[src/rtl/dm_master_pkg.sv]
// Shared encodings for the data-memory initiator: memory op codes,
// FSM states, address-exception codes and a small op classifier.
package dm_master_pkg;

    localparam int DM_ADDR_WIDTH = 14;

    typedef enum logic [2:0] {
        MOP_LW  = 3'd0,
        MOP_LH  = 3'd1,
        MOP_LHU = 3'd2,
        MOP_LB  = 3'd3,
        MOP_LBU = 3'd4,
        MOP_SW  = 3'd5,
        MOP_SH  = 3'd6,
        MOP_SB  = 3'd7
    } mop_e;

    typedef enum logic [1:0] {
        ST_IDLE   = 2'd0,
        ST_ACCESS = 2'd1,
        ST_RESP   = 2'd2
    } dm_state_e;

    localparam logic [4:0] EXC_ADEL = 5'd4;
    localparam logic [4:0] EXC_ADES = 5'd5;

    // True for the three store ops; everything else is a load.
    function automatic logic mop_is_store(input mop_e op);
        return (op == MOP_SW) || (op == MOP_SH) || (op == MOP_SB);
    endfunction

endpackage

[src/rtl/dm_master_if.sv]
// Pipeline request/response and DM bus signals of the data-memory initiator.
// The master modport is the dm_master view; slave is the environment view.
interface dm_master_if;
    import dm_master_pkg::*;

    // pipeline request
    logic        req_valid;
    mop_e        req_op;
    logic [31:0] req_addr;
    logic [31:0] req_wdata;
    logic [31:0] req_pc;
    // pipeline response
    logic        stall;
    logic        rsp_valid;
    logic [31:0] rsp_rdata;
    logic        rsp_exc;
    logic [4:0]  rsp_exc_code;
    logic [31:0] rsp_badvaddr;
    // DM bus
    logic        dm_ce;
    logic        dm_re;
    logic        dm_we;
    logic [3:0]  dm_be;
    logic [31:0] dm_addr;
    logic [31:0] dm_din;
    logic [31:0] dm_pc;
    logic [31:0] dm_dout;
    logic        dm_ready;

    modport master (
        input  req_valid, req_op, req_addr, req_wdata, req_pc, dm_dout, dm_ready,
        output stall, rsp_valid, rsp_rdata, rsp_exc, rsp_exc_code, rsp_badvaddr,
        output dm_ce, dm_re, dm_we, dm_be, dm_addr, dm_din, dm_pc
    );

    modport slave (
        output req_valid, req_op, req_addr, req_wdata, req_pc, dm_dout, dm_ready,
        input  stall, rsp_valid, rsp_rdata, rsp_exc, rsp_exc_code, rsp_badvaddr,
        input  dm_ce, dm_re, dm_we, dm_be, dm_addr, dm_din, dm_pc
    );

endinterface

[src/rtl/dm_lane_align.sv]
// Combinational lane logic for the data-memory initiator: address fault
// check and store byte-enable/data replication on the request side, and
// lane extraction with sign/zero extension on the load-return side.
module dm_lane_align
    import dm_master_pkg::*;
#(
    parameter int ADDR_WIDTH = DM_ADDR_WIDTH
) (
    input  mop_e        req_op,
    input  logic [31:0] req_addr,
    input  logic [31:0] req_wdata,
    output logic        fault,
    output logic [3:0]  be,
    output logic [31:0] din,
    input  mop_e        ld_op,
    input  logic [1:0]  ld_lane,
    input  logic [31:0] dout,
    output logic [31:0] ld_data
);

    logic        misaligned_s;
    logic        out_of_range_s;
    logic [7:0]  byte_s;
    logic [15:0] half_s;

    // Natural alignment: halfwords on even, words on 4-byte boundaries.
    always_comb begin
        misaligned_s = 1'b0;
        case (req_op)
            MOP_LW, MOP_SW:          misaligned_s = (req_addr[1:0] != 2'b00);
            MOP_LH, MOP_LHU, MOP_SH: misaligned_s = req_addr[0];
            default:                 misaligned_s = 1'b0;
        endcase
    end

    assign out_of_range_s = |req_addr[31:ADDR_WIDTH];
    assign fault          = misaligned_s | out_of_range_s;

    // Store data is replicated across lanes; be selects the lanes written.
    always_comb begin
        be  = 4'b0000;
        din = 32'h0000_0000;
        case (req_op)
            MOP_SB: begin
                be  = 4'b0001 << req_addr[1:0];
                din = {4{req_wdata[7:0]}};
            end
            MOP_SH: begin
                be  = req_addr[1] ? 4'b1100 : 4'b0011;
                din = {2{req_wdata[15:0]}};
            end
            MOP_SW: begin
                be  = 4'b1111;
                din = req_wdata;
            end
            default: begin
                be  = 4'b0000;
                din = 32'h0000_0000;
            end
        endcase
    end

    // Pick the addressed lane of the returned word and extend it; stores return 0.
    always_comb begin
        byte_s  = 8'h00;
        ld_data = 32'h0000_0000;
        case (ld_lane)
            2'd0:    byte_s = dout[7:0];
            2'd1:    byte_s = dout[15:8];
            2'd2:    byte_s = dout[23:16];
            2'd3:    byte_s = dout[31:24];
            default: byte_s = 8'h00;
        endcase
        if (ld_lane[1]) begin
            half_s = dout[31:16];
        end else begin
            half_s = dout[15:0];
        end
        case (ld_op)
            MOP_LW:  ld_data = dout;
            MOP_LH:  ld_data = {{16{half_s[15]}}, half_s};
            MOP_LHU: ld_data = {16'h0000, half_s};
            MOP_LB:  ld_data = {{24{byte_s[7]}}, byte_s};
            MOP_LBU: ld_data = {24'h00_0000, byte_s};
            default: ld_data = 32'h0000_0000;
        endcase
    end

endmodule

[src/rtl/dm_master.sv]
// Data-memory initiator in the MEM stage. Turns one pipeline load/store
// into a held DM request, waits for dm_ready, and returns a one-cycle
// response; faulting addresses are answered without touching DM.
module dm_master
    import dm_master_pkg::*;
#(
    parameter int ADDR_WIDTH = DM_ADDR_WIDTH
) (
    input logic         clk,
    input logic         reset,
    dm_master_if.master bus
);

    dm_state_e   state_r;
    dm_state_e   next_state_s;
    mop_e        op_r;

    logic        fault_s;
    logic [3:0]  be_s;
    logic [31:0] din_s;
    logic [31:0] ld_data_s;
    logic        req_store_s;
    logic        accept_s;
    logic        done_s;

    logic        dm_ce_r;
    logic        dm_re_r;
    logic        dm_we_r;
    logic [3:0]  dm_be_r;
    logic [31:0] dm_addr_r;
    logic [31:0] dm_din_r;
    logic [31:0] dm_pc_r;
    logic        rsp_valid_r;
    logic [31:0] rsp_rdata_r;
    logic        rsp_exc_r;
    logic [4:0]  rsp_exc_code_r;
    logic [31:0] rsp_badvaddr_r;

    dm_lane_align #(
        .ADDR_WIDTH (ADDR_WIDTH)
    ) u_lane_align (
        .req_op    (bus.req_op),
        .req_addr  (bus.req_addr),
        .req_wdata (bus.req_wdata),
        .fault     (fault_s),
        .be        (be_s),
        .din       (din_s),
        .ld_op     (op_r),
        .ld_lane   (dm_addr_r[1:0]),
        .dout      (bus.dm_dout),
        .ld_data   (ld_data_s)
    );

    assign req_store_s = mop_is_store(bus.req_op);
    assign accept_s    = (state_r == ST_IDLE) && bus.req_valid;
    assign done_s      = (state_r == ST_ACCESS) && bus.dm_ready;

    // State register.
    always_ff @(posedge clk or posedge reset) begin
        if (reset) begin
            state_r <= ST_IDLE;
        end else begin
            state_r <= next_state_s;
        end
    end

    // Next state: faults skip ACCESS; RESP always lasts one cycle.
    always_comb begin
        next_state_s = state_r;
        case (state_r)
            ST_IDLE: begin
                if (bus.req_valid) begin
                    next_state_s = fault_s ? ST_RESP : ST_ACCESS;
                end else begin
                    next_state_s = ST_IDLE;
                end
            end
            ST_ACCESS: begin
                if (bus.dm_ready) begin
                    next_state_s = ST_RESP;
                end else begin
                    next_state_s = ST_ACCESS;
                end
            end
            ST_RESP: next_state_s = ST_IDLE;
            default: next_state_s = ST_IDLE;
        endcase
    end

    // DM request and response registers; response fields are 0 except in the RESP cycle.
    always_ff @(posedge clk or posedge reset) begin
        if (reset) begin
            op_r           <= MOP_LW;
            dm_ce_r        <= 1'b0;
            dm_re_r        <= 1'b0;
            dm_we_r        <= 1'b0;
            dm_be_r        <= 4'b0000;
            dm_addr_r      <= 32'h0000_0000;
            dm_din_r       <= 32'h0000_0000;
            dm_pc_r        <= 32'h0000_0000;
            rsp_valid_r    <= 1'b0;
            rsp_rdata_r    <= 32'h0000_0000;
            rsp_exc_r      <= 1'b0;
            rsp_exc_code_r <= 5'd0;
            rsp_badvaddr_r <= 32'h0000_0000;
        end else begin
            rsp_valid_r    <= 1'b0;
            rsp_rdata_r    <= 32'h0000_0000;
            rsp_exc_r      <= 1'b0;
            rsp_exc_code_r <= 5'd0;
            rsp_badvaddr_r <= 32'h0000_0000;
            if (accept_s && fault_s) begin
                rsp_valid_r    <= 1'b1;
                rsp_exc_r      <= 1'b1;
                rsp_exc_code_r <= req_store_s ? EXC_ADES : EXC_ADEL;
                rsp_badvaddr_r <= bus.req_addr;
            end else if (accept_s) begin
                op_r      <= bus.req_op;
                dm_ce_r   <= 1'b1;
                dm_re_r   <= ~req_store_s;
                dm_we_r   <= req_store_s;
                dm_be_r   <= be_s;
                dm_addr_r <= bus.req_addr;
                dm_din_r  <= din_s;
                dm_pc_r   <= bus.req_pc;
            end else if (done_s) begin
                dm_ce_r     <= 1'b0;
                dm_re_r     <= 1'b0;
                dm_we_r     <= 1'b0;
                dm_be_r     <= 4'b0000;
                dm_addr_r   <= 32'h0000_0000;
                dm_din_r    <= 32'h0000_0000;
                dm_pc_r     <= 32'h0000_0000;
                rsp_valid_r <= 1'b1;
                rsp_rdata_r <= ld_data_s;
            end else if (state_r != ST_ACCESS) begin
                dm_ce_r   <= 1'b0;
                dm_re_r   <= 1'b0;
                dm_we_r   <= 1'b0;
                dm_be_r   <= 4'b0000;
                dm_addr_r <= 32'h0000_0000;
                dm_din_r  <= 32'h0000_0000;
                dm_pc_r   <= 32'h0000_0000;
            end
        end
    end

    // Stall must act in the same cycle the request appears, so it stays combinational.
    assign bus.stall        = bus.req_valid & ~rsp_valid_r & ~reset;
    assign bus.rsp_valid    = rsp_valid_r;
    assign bus.rsp_rdata    = rsp_rdata_r;
    assign bus.rsp_exc      = rsp_exc_r;
    assign bus.rsp_exc_code = rsp_exc_code_r;
    assign bus.rsp_badvaddr = rsp_badvaddr_r;
    assign bus.dm_ce        = dm_ce_r;
    assign bus.dm_re        = dm_re_r;
    assign bus.dm_we        = dm_we_r;
    assign bus.dm_be        = dm_be_r;
    assign bus.dm_addr      = dm_addr_r;
    assign bus.dm_din       = dm_din_r;
    assign bus.dm_pc        = dm_pc_r;

endmodule

[src/flat_wrapper.sv]
// flat-port wrapper written by rule: the top's interface ports become plain ports
module dm_master_flat import dm_master_pkg::*;
#(
    parameter int ADDR_WIDTH = DM_ADDR_WIDTH
)
  (clk, reset, bus_req_valid, bus_req_op, bus_req_addr, bus_req_wdata, bus_req_pc, bus_dm_dout, bus_dm_ready, bus_stall, bus_rsp_valid, bus_rsp_rdata, bus_rsp_exc, bus_rsp_exc_code, bus_rsp_badvaddr, bus_dm_ce, bus_dm_re, bus_dm_we, bus_dm_be, bus_dm_addr, bus_dm_din, bus_dm_pc);
  dm_master_if bus_i ();
  input logic clk;
  input logic reset;
  input wire logic [$bits(bus_i.req_valid)-1:0] bus_req_valid;
  input wire logic [$bits(bus_i.req_op)-1:0] bus_req_op;
  input wire logic [$bits(bus_i.req_addr)-1:0] bus_req_addr;
  input wire logic [$bits(bus_i.req_wdata)-1:0] bus_req_wdata;
  input wire logic [$bits(bus_i.req_pc)-1:0] bus_req_pc;
  input wire logic [$bits(bus_i.dm_dout)-1:0] bus_dm_dout;
  input wire logic [$bits(bus_i.dm_ready)-1:0] bus_dm_ready;
  output wire logic [$bits(bus_i.stall)-1:0] bus_stall;
  output wire logic [$bits(bus_i.rsp_valid)-1:0] bus_rsp_valid;
  output wire logic [$bits(bus_i.rsp_rdata)-1:0] bus_rsp_rdata;
  output wire logic [$bits(bus_i.rsp_exc)-1:0] bus_rsp_exc;
  output wire logic [$bits(bus_i.rsp_exc_code)-1:0] bus_rsp_exc_code;
  output wire logic [$bits(bus_i.rsp_badvaddr)-1:0] bus_rsp_badvaddr;
  output wire logic [$bits(bus_i.dm_ce)-1:0] bus_dm_ce;
  output wire logic [$bits(bus_i.dm_re)-1:0] bus_dm_re;
  output wire logic [$bits(bus_i.dm_we)-1:0] bus_dm_we;
  output wire logic [$bits(bus_i.dm_be)-1:0] bus_dm_be;
  output wire logic [$bits(bus_i.dm_addr)-1:0] bus_dm_addr;
  output wire logic [$bits(bus_i.dm_din)-1:0] bus_dm_din;
  output wire logic [$bits(bus_i.dm_pc)-1:0] bus_dm_pc;
  assign bus_i.req_valid = bus_req_valid;
  assign bus_i.req_op = bus_req_op;
  assign bus_i.req_addr = bus_req_addr;
  assign bus_i.req_wdata = bus_req_wdata;
  assign bus_i.req_pc = bus_req_pc;
  assign bus_i.dm_dout = bus_dm_dout;
  assign bus_i.dm_ready = bus_dm_ready;
  assign bus_stall = bus_i.stall;
  assign bus_rsp_valid = bus_i.rsp_valid;
  assign bus_rsp_rdata = bus_i.rsp_rdata;
  assign bus_rsp_exc = bus_i.rsp_exc;
  assign bus_rsp_exc_code = bus_i.rsp_exc_code;
  assign bus_rsp_badvaddr = bus_i.rsp_badvaddr;
  assign bus_dm_ce = bus_i.dm_ce;
  assign bus_dm_re = bus_i.dm_re;
  assign bus_dm_we = bus_i.dm_we;
  assign bus_dm_be = bus_i.dm_be;
  assign bus_dm_addr = bus_i.dm_addr;
  assign bus_dm_din = bus_i.dm_din;
  assign bus_dm_pc = bus_i.dm_pc;
  dm_master #(.ADDR_WIDTH(ADDR_WIDTH)) u_core (.clk(clk), .reset(reset), .bus(bus_i));
endmodule
[config.mk]
export PLATFORM = sky130hd
export DESIGN_NAME = dm_master_flat
export DESIGN_NICKNAME = d
export VERILOG_FILES = /design/src/rtl/dm_master_pkg.sv /design/src/rtl/dm_master_if.sv /design/src/rtl/dm_lane_align.sv /design/src/rtl/dm_master.sv /design/src/flat_wrapper.sv
export SDC_FILE = /design/constraint.sdc
export NUM_CORES = 1
export LEC_CHECK = 0
export CAP_MARGIN = 20
export CORE_MARGIN = 5
export CORE_UTILIZATION = 43
export CTS_CLUSTER_DIAMETER = 40
export DETAILED_ROUTE_END_ITERATION = 8
export PLACE_DENSITY = 0.8
export SLEW_MARGIN = 20
export SYNTH_ARGS = -nofsm -noshare
export SYNTH_HDL_FRONTEND = slang
export SYNTH_SLANG_ARGS = --single-unit
[constraint.sdc]
create_clock -name clk -period 7.6 [get_ports clk]
set_clock_uncertainty 0.05 [all_clocks]
set_input_delay 2.28 -clock clk [delete_from_list [all_inputs] [get_ports clk]]
set_output_delay 2.28 -clock clk [all_outputs]
set_load 0.05 [all_outputs]
==> results list, run 1 <==
* Run status: complete, no violations
- Root cell of the clock tree: sky130_fd_sc_hd__clkbuf_16
* TritonCTS clock tree: yes
- Wire length of the first global-routing pass: 36.58 mm
* Core Box Area: 16,580 um2
- Number of CTS-inserted buffers: 17
- EDFF count, synth: 0
* Number of antenna violations at the first check in global routing: 1
- Via count: 6,208
* Aggregate global-route resource usage: 23.87%
* GRT Residual Overflow: 0
- Sequential cells were found to cover between 60% and 70% of the synthesized design area.
* Final standard cell count with taps included and fillers excluded: 1,119
- Period utilization: approximately 82%
* Share of cells above drive strength 1: 6.785%
- Commonest non-fill, non-tap cells in the layout: sky130_fd_sc_hd__clkdlybuf4s50_1 (306), sky130_fd_sc_hd__dfrtp_1 (175), sky130_fd_sc_hd__nand2_1 (59), sky130_fd_sc_hd__a32o_1 (57)
- # nets final: just over 1k
* Smallest setup slack after layout: around 1400 ps
- Placement-stage worst setup slack: 1414 ps
- Setup violations remaining at the end of the flow were counted as 0.
- TritonCTS sink count: 175
- The tightest min-delay check is of the reg -> reg type.
* Y dimension of the die: 139.8 um
- The die covers ~20,000 um2.
- Starting density of the core: 43.72%
- Dividing total power by cell area gives a power density of ~180 nW/um2.
* Row count: 47
* Fin. Hold Viols: 0
- Clock-pin slew on the worst setup and hold paths: roughly 70 ps
- Post-CTS Setup Repair Bufs: 0
- Summing internal, switching and leakage power gives around 2 mW.
* Skew-Pair Late Insertion Delay: 420 ps
- From synthesis to final layout, the design area changed by 50.86%.
* Average wire per standard cell: 21.04 um
* Crit Path Max Fanout: 3
- After detailed routing, the number of remaining DRC violations is 0.
- Entering global routing, the biggest net connects slightly above 100 pins.
- The via count of the first global-routing pass came to 6,397.
* Detail-routed via count per cell: 5.548
- CTS HTree Levels: 4
* Number of placed instances with taps included: around 1.1k
- Instance count of the mapped netlist: 608
- DR pass1 iterations: 5
* DRT antenna net count: 0
- The library cell used most frequently in the layout, excluding fill and tap cells, is sky130_fd_sc_hd__clkdlybuf4s50_1.
- For the pin with the worst max-slew slack, the measured transition is 1129 ps.
- Among all flip-flop cells after synthesis, the most frequent one is sky130_fd_sc_hd__dfrtp_1.
- I/O pin count: 310
* Detail Placement HPWL: approximately 17 mm
- The clock passes through at most 2 buffers.
- Counting distinct cell types in the post-synthesis netlist gives 45.
- Adding up every negative setup slack in the final design gives 0 ps.
- Async set-reset flop share out of synthesis: 100.0%
* Worst vdd ir: 145.1 uV
- At the worst endpoint, the arrival time is 3890 ps.
* Yosys warns: 0
- Worst slew margin relative to its limit: 24.71%
- Max Clock Freq: 0.1606 GHz
* RSZ-0062 raised after global routing: no
- For this block, the routed nets add up to 23.55 mm of wire.
* Path type of the worst setup path: in -> out
- The first routing iteration left roughly 350 violations.
* Register bit total from synthesis: roughly 180
- Max-cap violations in this run came to 0.
- Hold timing on the final database bottoms out at a slack of between 400 and 500 ps.
- Data on the critical path is required at its endpoint by 5270 ps.
- The clock period could shrink to 6225 ps.
- Leakage Power: 4.753 nW
- In this run the tool buffered the top-level ports with 306 buffer cells.
- In this run, post-CTS repair resized a total of 0 instances.
* Total inserted antenna cells: 0
- The final count of pins violating max slew is 0.
- Measured along the x axis, the die boundary spans 139.8 um.
* Critical path startpoint category: input pin
- In this run, post-CTS hold repair placed 0 buffers.
* Mean Syn Cell Area: ~12 um2
- STA classifies the critical path endpoint as an output pin.
- Summing every instance area after synthesis gives about 7200 um2.
- Routability-driven placement finished with a final weighted congestion of 0.8264.
[final timing paths]
kind | start | to | slack, ps | cells after the start
max | bus_req_valid | bus_stall | 1380 | 3
min | u_core.bus.dm_addr[17] | u_core.bus.dm_addr[17] | 460 | 1
max reg2reg | u_core.bus.dm_addr[0] | u_core.bus.rsp_rdata[30] | 5030 | 4
min reg2reg | u_core.bus.dm_addr[17] | u_core.bus.dm_addr[17] | 460 | 1
max in group asynchronous | reset | u_core.bus.dm_we | 4020 | 3
min in group asynchronous | reset | u_core.bus.rsp_rdata[5] | 2360 | 2
[logic make-up after synthesis]
group	Yosys count	synth area share, %
AOI/OAI and AO/OA	184	18.92
xor gates and xnor gates	1	0.1208
adders and majority gates	1	0.1381
buffers and inverters	75	5.195
DFF	175	60.41
muxes	14	3.400
other	1	0.05173
and+or+nand+nor	157	11.77
[worst max-delay path, cell delays in order]
cell	delay [ps]
sky130_fd_sc_hd__clkdlybuf4s50_1	540
sky130_fd_sc_hd__nor3b_1	230
sky130_fd_sc_hd__clkdlybuf4s50_1	850
[power by group]
group | internal (mW) | switching, mW | total, mW
registers | 0.941 | 0.00293 | 0.944
logic | 0.102 | 0.126 | 0.228
clock network | 0.452 | 0.378 | 0.830
[layout make-up]
type | instances | area [um2]
fill | 1290 | 5647
clock inverter | 12 | 112.6
inverter | 18 | 72.57
tap | 220 | 275.3
multi-input combinational | 360 | 2534
sequential | 175 | 4379
timing repair buffer | 315 | 3131
clock buffer | 19 | 432.9
[through the flow]
| stage | utilization [%] | instance area (um2) |
|---|---|---|
| 2_1_floorplan | - | 7257 |
| 3_3_place_gp | 62.55 | 10370 |
| 3_5_place_dp | 62.55 | 10370 |
| 4_1_cts | 65.84 | 10920 |
| 5_1_grt | 65.95 | 10940 |
| 6_report | 65.95 | 10940 |
[metal layers]
layer / GRT usage [%] / vias up / share of wire [%]
met4: 8.567 / 2 / 2.4
met2: 38.09 / 311 / 48
li1: - / 2800 / -
met5: 0 / - / 0.055
met3: 10.36 / 37 / 12
met1: 29.01 / 3058 / 38
[state kept, by name (all words and copies together), names as in the netlist]
| signal | count |
|---|---|
| u_core.bus.rsp_rdata | 32 |
| u_core.bus.dm_we | 1 |
| u_core.bus.dm_addr | 32 |
| u_core.bus.dm_ce | 1 |
| u_core.state_r | 2 |
| u_core.bus.rsp_valid | 1 |
| u_core.bus.dm_be | 4 |
| u_core.bus.rsp_exc_code | 2 |
| u_core.bus.rsp_badvaddr | 32 |
| u_core.bus.dm_re | 1 |
| u_core.op_r | 3 |
| u_core.bus.dm_din | 32 |
| u_core.bus.dm_pc | 32 |
[cells in the mapped netlist (8+ instances only)]
cell	count	area [um2]
sky130_fd_sc_hd__dfrtp_1	175	4379
sky130_fd_sc_hd__nand2_1	60	225.2
sky130_fd_sc_hd__a32o_1	57	570.6
sky130_fd_sc_hd__a21oi_1	33	165.2
sky130_fd_sc_hd__and2_1	33	206.5
sky130_fd_sc_hd__a22oi_1	31	232.7
sky130_fd_sc_hd__clkbuf_1	27	101.4
sky130_fd_sc_hd__o22ai_1	26	162.7
sky130_fd_sc_hd__and3_1	19	118.9
sky130_fd_sc_hd__o21ai_0	19	95.09
sky130_fd_sc_hd__inv_1	18	67.56
sky130_fd_sc_hd__buf_2	16	80.08
sky130_fd_sc_hd__a21boi_0	9	67.56
sky130_fd_sc_hd__nor2_1	9	33.78
sky130_fd_sc_hd__buf_4	8	60.06
sky130_fd_sc_hd__mux4_2	8	180.2
(Power assumes the default switching activity.)
==> run 2, diff against run 1 <==
Clock period 7.6 ns to 6.4 ns, I/O delays scaled along.
==> results list, run 2 (synthesized netlist as in run 1, its figures left out) <==
- Run status: complete, no violations (unchanged)
- Critical path required time: 4430 ps (was 5270 ps)
- The total length of routed wires is 23.28 mm (was 23.55 mm).
* Cells resized by post-CTS repair: 0 (unchanged)
- Row count: 47 (unchanged)
- The initial antenna violation count came to 0 (was 1).
- The number of setup violations in the final report is 0 (unchanged).
* Period utilization: 86.63%
- Max-cap violation count: 0 (unchanged)
- The H-tree depth reported by CTS came to 4 (unchanged).
- Die outline area: 19,560 um2 (unchanged)
- The worst flop-to-flop path startpoint is u_core.state_r[0] (was u_core.bus.dm_addr[0]).
* Leakage Power: 4.816 nW (was 4.753 nW)
- The path depth of the worst reg2reg path was 4 (unchanged).
* Fin. Hold Viols: 0 (unchanged)
* RSZ-0062 raised after global routing: no (unchanged)
- The number of clock sinks seen by CTS is 175 (unchanged).
* Core Box Area: 16,580 um2 (unchanged)
- Average wire per standard cell: 20.73 um (was 21.04 um)
- DRT antenna net count: 0 (unchanged)
- The pin count of the biggest net entering global routing is 103 (unchanged).
* Power density over cell area: 227.3 nW/um2 (was 183.0 nW/um2)
* Worst slew margin relative to its limit: 27.32% (was 24.71%)
- The number of hold buffers added after CTS was 0 (unchanged).
- Starting DRC count in detailed routing: 357 (was 353)
- Detail-routed via count per cell: 5.470 (was 5.548)
* Worst-Margin Slew: 1090 ps (was 1129 ps)
- Most common cell after layout, fill and taps aside: sky130_fd_sc_hd__clkdlybuf4s50_1 (unchanged)
- Root cell of the clock tree: sky130_fd_sc_hd__clkbuf_16 (unchanged)
* Y dimension of the die: 139.8 um (unchanged)
* Crit Path Max Fanout: 3 (unchanged)
- Setup TNS: 0 ps (unchanged)
- The minimum setup slack among reg-to-reg paths came to 3900 ps (was 5030 ps).
- The endpoint kind of the worst setup timing path was an output pin (unchanged).
- The smallest clock period supported by the final layout is computed as about 5500 ps.
- The final core area utilization was 66.71% (was 65.95%).
- The via count of the first global-routing pass was 6,300 (was 6,397).
* Number of instances on the worst hold path: 1 (unchanged)
- Number of max-slew violations in the final report: 0 (unchanged)
* DR pass1 iterations: 7 (was 5)
- The share of layout cells above drive strength 1 was 7.530% (was 6.785%).
* Critical register-to-register path endpoint: u_core.bus.dm_addr[12] (was u_core.bus.rsp_rdata[30])
* Worst min-delay path category: reg -> reg (unchanged)
- Setup crit start: bus_req_valid (unchanged)
- Max Clock Freq: 0.1804 GHz
* RD Place Congestion: 0.8555 (was 0.8264)
* Worst endpoint data arrival time: 3570 ps (was 3890 ps)
* Horiz. Die Dim: 139.8 um (unchanged)
* Maximum root-to-sink buffer count: 2 (unchanged)
* Critical path startpoint category: input pin (unchanged)
- The cell total after placement came to 1,091 (was 1,088).
* Port Buf Inserts: 306 (unchanged)
- The insertion delay of the later-clocked pin in the worst-skew pair was 430 ps (was 420 ps).
- The TritonCTS clock tree is yes (unchanged).
- Post-synthesis to final-layout area growth: 52.61% (was 50.86%)
* Worst Hold Slack: 460.9 ps (was 464.3 ps)
* Commonest non-fill, non-tap cells in the layout: sky130_fd_sc_hd__clkdlybuf4s50_1 (306), sky130_fd_sc_hd__dfrtp_1 (175), sky130_fd_sc_hd__nand2_1 (59), sky130_fd_sc_hd__a32o_1 (57) (unchanged)
- The final-stage net count is 1,025 (was 1,022).
* Worst vdd ir: 171.3 uV (was 145.1 uV)
- The sum of net half-perimeters after detailed placement came to 16.67 mm (was 16.52 mm).
- Path type of the worst setup path: in -> out (unchanged)
* Starting density of the core: 43.72% (unchanged)
- The CTS clock-pin slew for the worst setup and hold paths was 70 ps (about the same).
* Via count: 6,143 (was 6,208)
* Post-CTS Setup Repair Bufs: 0 (unchanged)
- The overflow left after global routing was 0 (unchanged).
- Wire length of the first global-routing pass: 36.17 mm (was 36.58 mm)
- Final standard cell count with taps included and fillers excluded: 1,123 (was 1,119)
- The global-route total usage across every layer is 23.50% (was 23.87%).
- The capturing instance or port of the critical path was bus_stall (unchanged).
* I/O pin count: 310 (unchanged)
- The final antenna diode count is 0 (unchanged).
- DRC violations left: 0 (unchanged)
- The number of clock buffers inserted by TritonCTS came to 17 (unchanged).
* Fill cell instance count of the final layout: 1,291 (was 1,290)
-- run 2: cell types whose count changed in the layout (fill, tap and decap cells not counted), moves of 2 or more --
cell / before / now
sky130_fd_sc_hd__buf_4: 9 / 11
sky130_fd_sc_hd__bufinv_16: 1 / 3
sky130_fd_sc_hd__clkbuf_1: 2 / 0
sky130_fd_sc_hd__clkinv_2: 3 / 0
sky130_fd_sc_hd__clkinv_4: 3 / 1
sky130_fd_sc_hd__clkinv_8: 0 / 2
sky130_fd_sc_hd__inv_8: 0 / 4
-- run 2: area by class of cell --
| class | instances | area, um2 | area share (%) |
|---|---|---|---|
| sequential | 175 | 4379 | 39.58 |
| timing repair buffer | 318 | 3166 | 28.61 |
| multi-input combinational | 360 | 2527 | 22.85 |
| clock buffer | 17 | 425.4 | 3.845 |
| tap | 220 | 275.3 | 2.488 |
| clock inverter | 15 | 219.0 | 1.979 |
| inverter | 18 | 71.32 | 0.6447 |
-- run 2: worst max-delay path, stage by stage --
cell and delay (ps):
sky130_fd_sc_hd__clkdlybuf4s50_1 530, sky130_fd_sc_hd__nor3b_1 270, sky130_fd_sc_hd__clkdlybuf4s50_1 850
-- run 2: worst min path at each step --
stage / startpoint / to
finish: u_core.bus.dm_addr[17] / u_core.bus.dm_addr[17]
global route: u_core.bus.dm_addr[25] / u_core.bus.dm_addr[25]
CTS: u_core.bus.dm_addr[14] / u_core.bus.dm_addr[14]
detailed placement: u_core.bus.dm_addr[27] / u_core.bus.dm_addr[27]
global placement: u_core.bus.dm_addr[18] / u_core.bus.dm_addr[18]
floorplan: u_core.state_r[1] / u_core.bus.dm_ce
-- run 2: power by group --
group	leakage (nW)	internal [mW]	total [mW]	switching (mW)
combinational	2.08	0.122	0.271	0.149
clock	0.312	0.638	1.12	0.485
sequential	2.42	1.12	1.12	0.00372
-- run 2: metrics by stage --
step                worst slack [ps]  total power [mW]  instance area [um2]
floorplan                       1364             1.269                 7261
CTS                            872.1             2.540                11050
detailed placement             885.4             1.413                10410
finish                         855.6             2.514                11060
global placement               879.0             1.410                10410
global route                   825.2             2.606                11060
-- run 2: routing by layer --
| metal | up-vias | part of all wire (%) | track usage [%] |
|---|---|---|---|
| met5 | - | 0 | 0 |
| met4 | 0 | 2.1 | 7.853 |
| met3 | 38 | 11 | 10.29 |
| met2 | 302 | 48 | 37.15 |
| met1 | 2997 | 38 | 29.05 |
| li1 | 2806 | - | - |
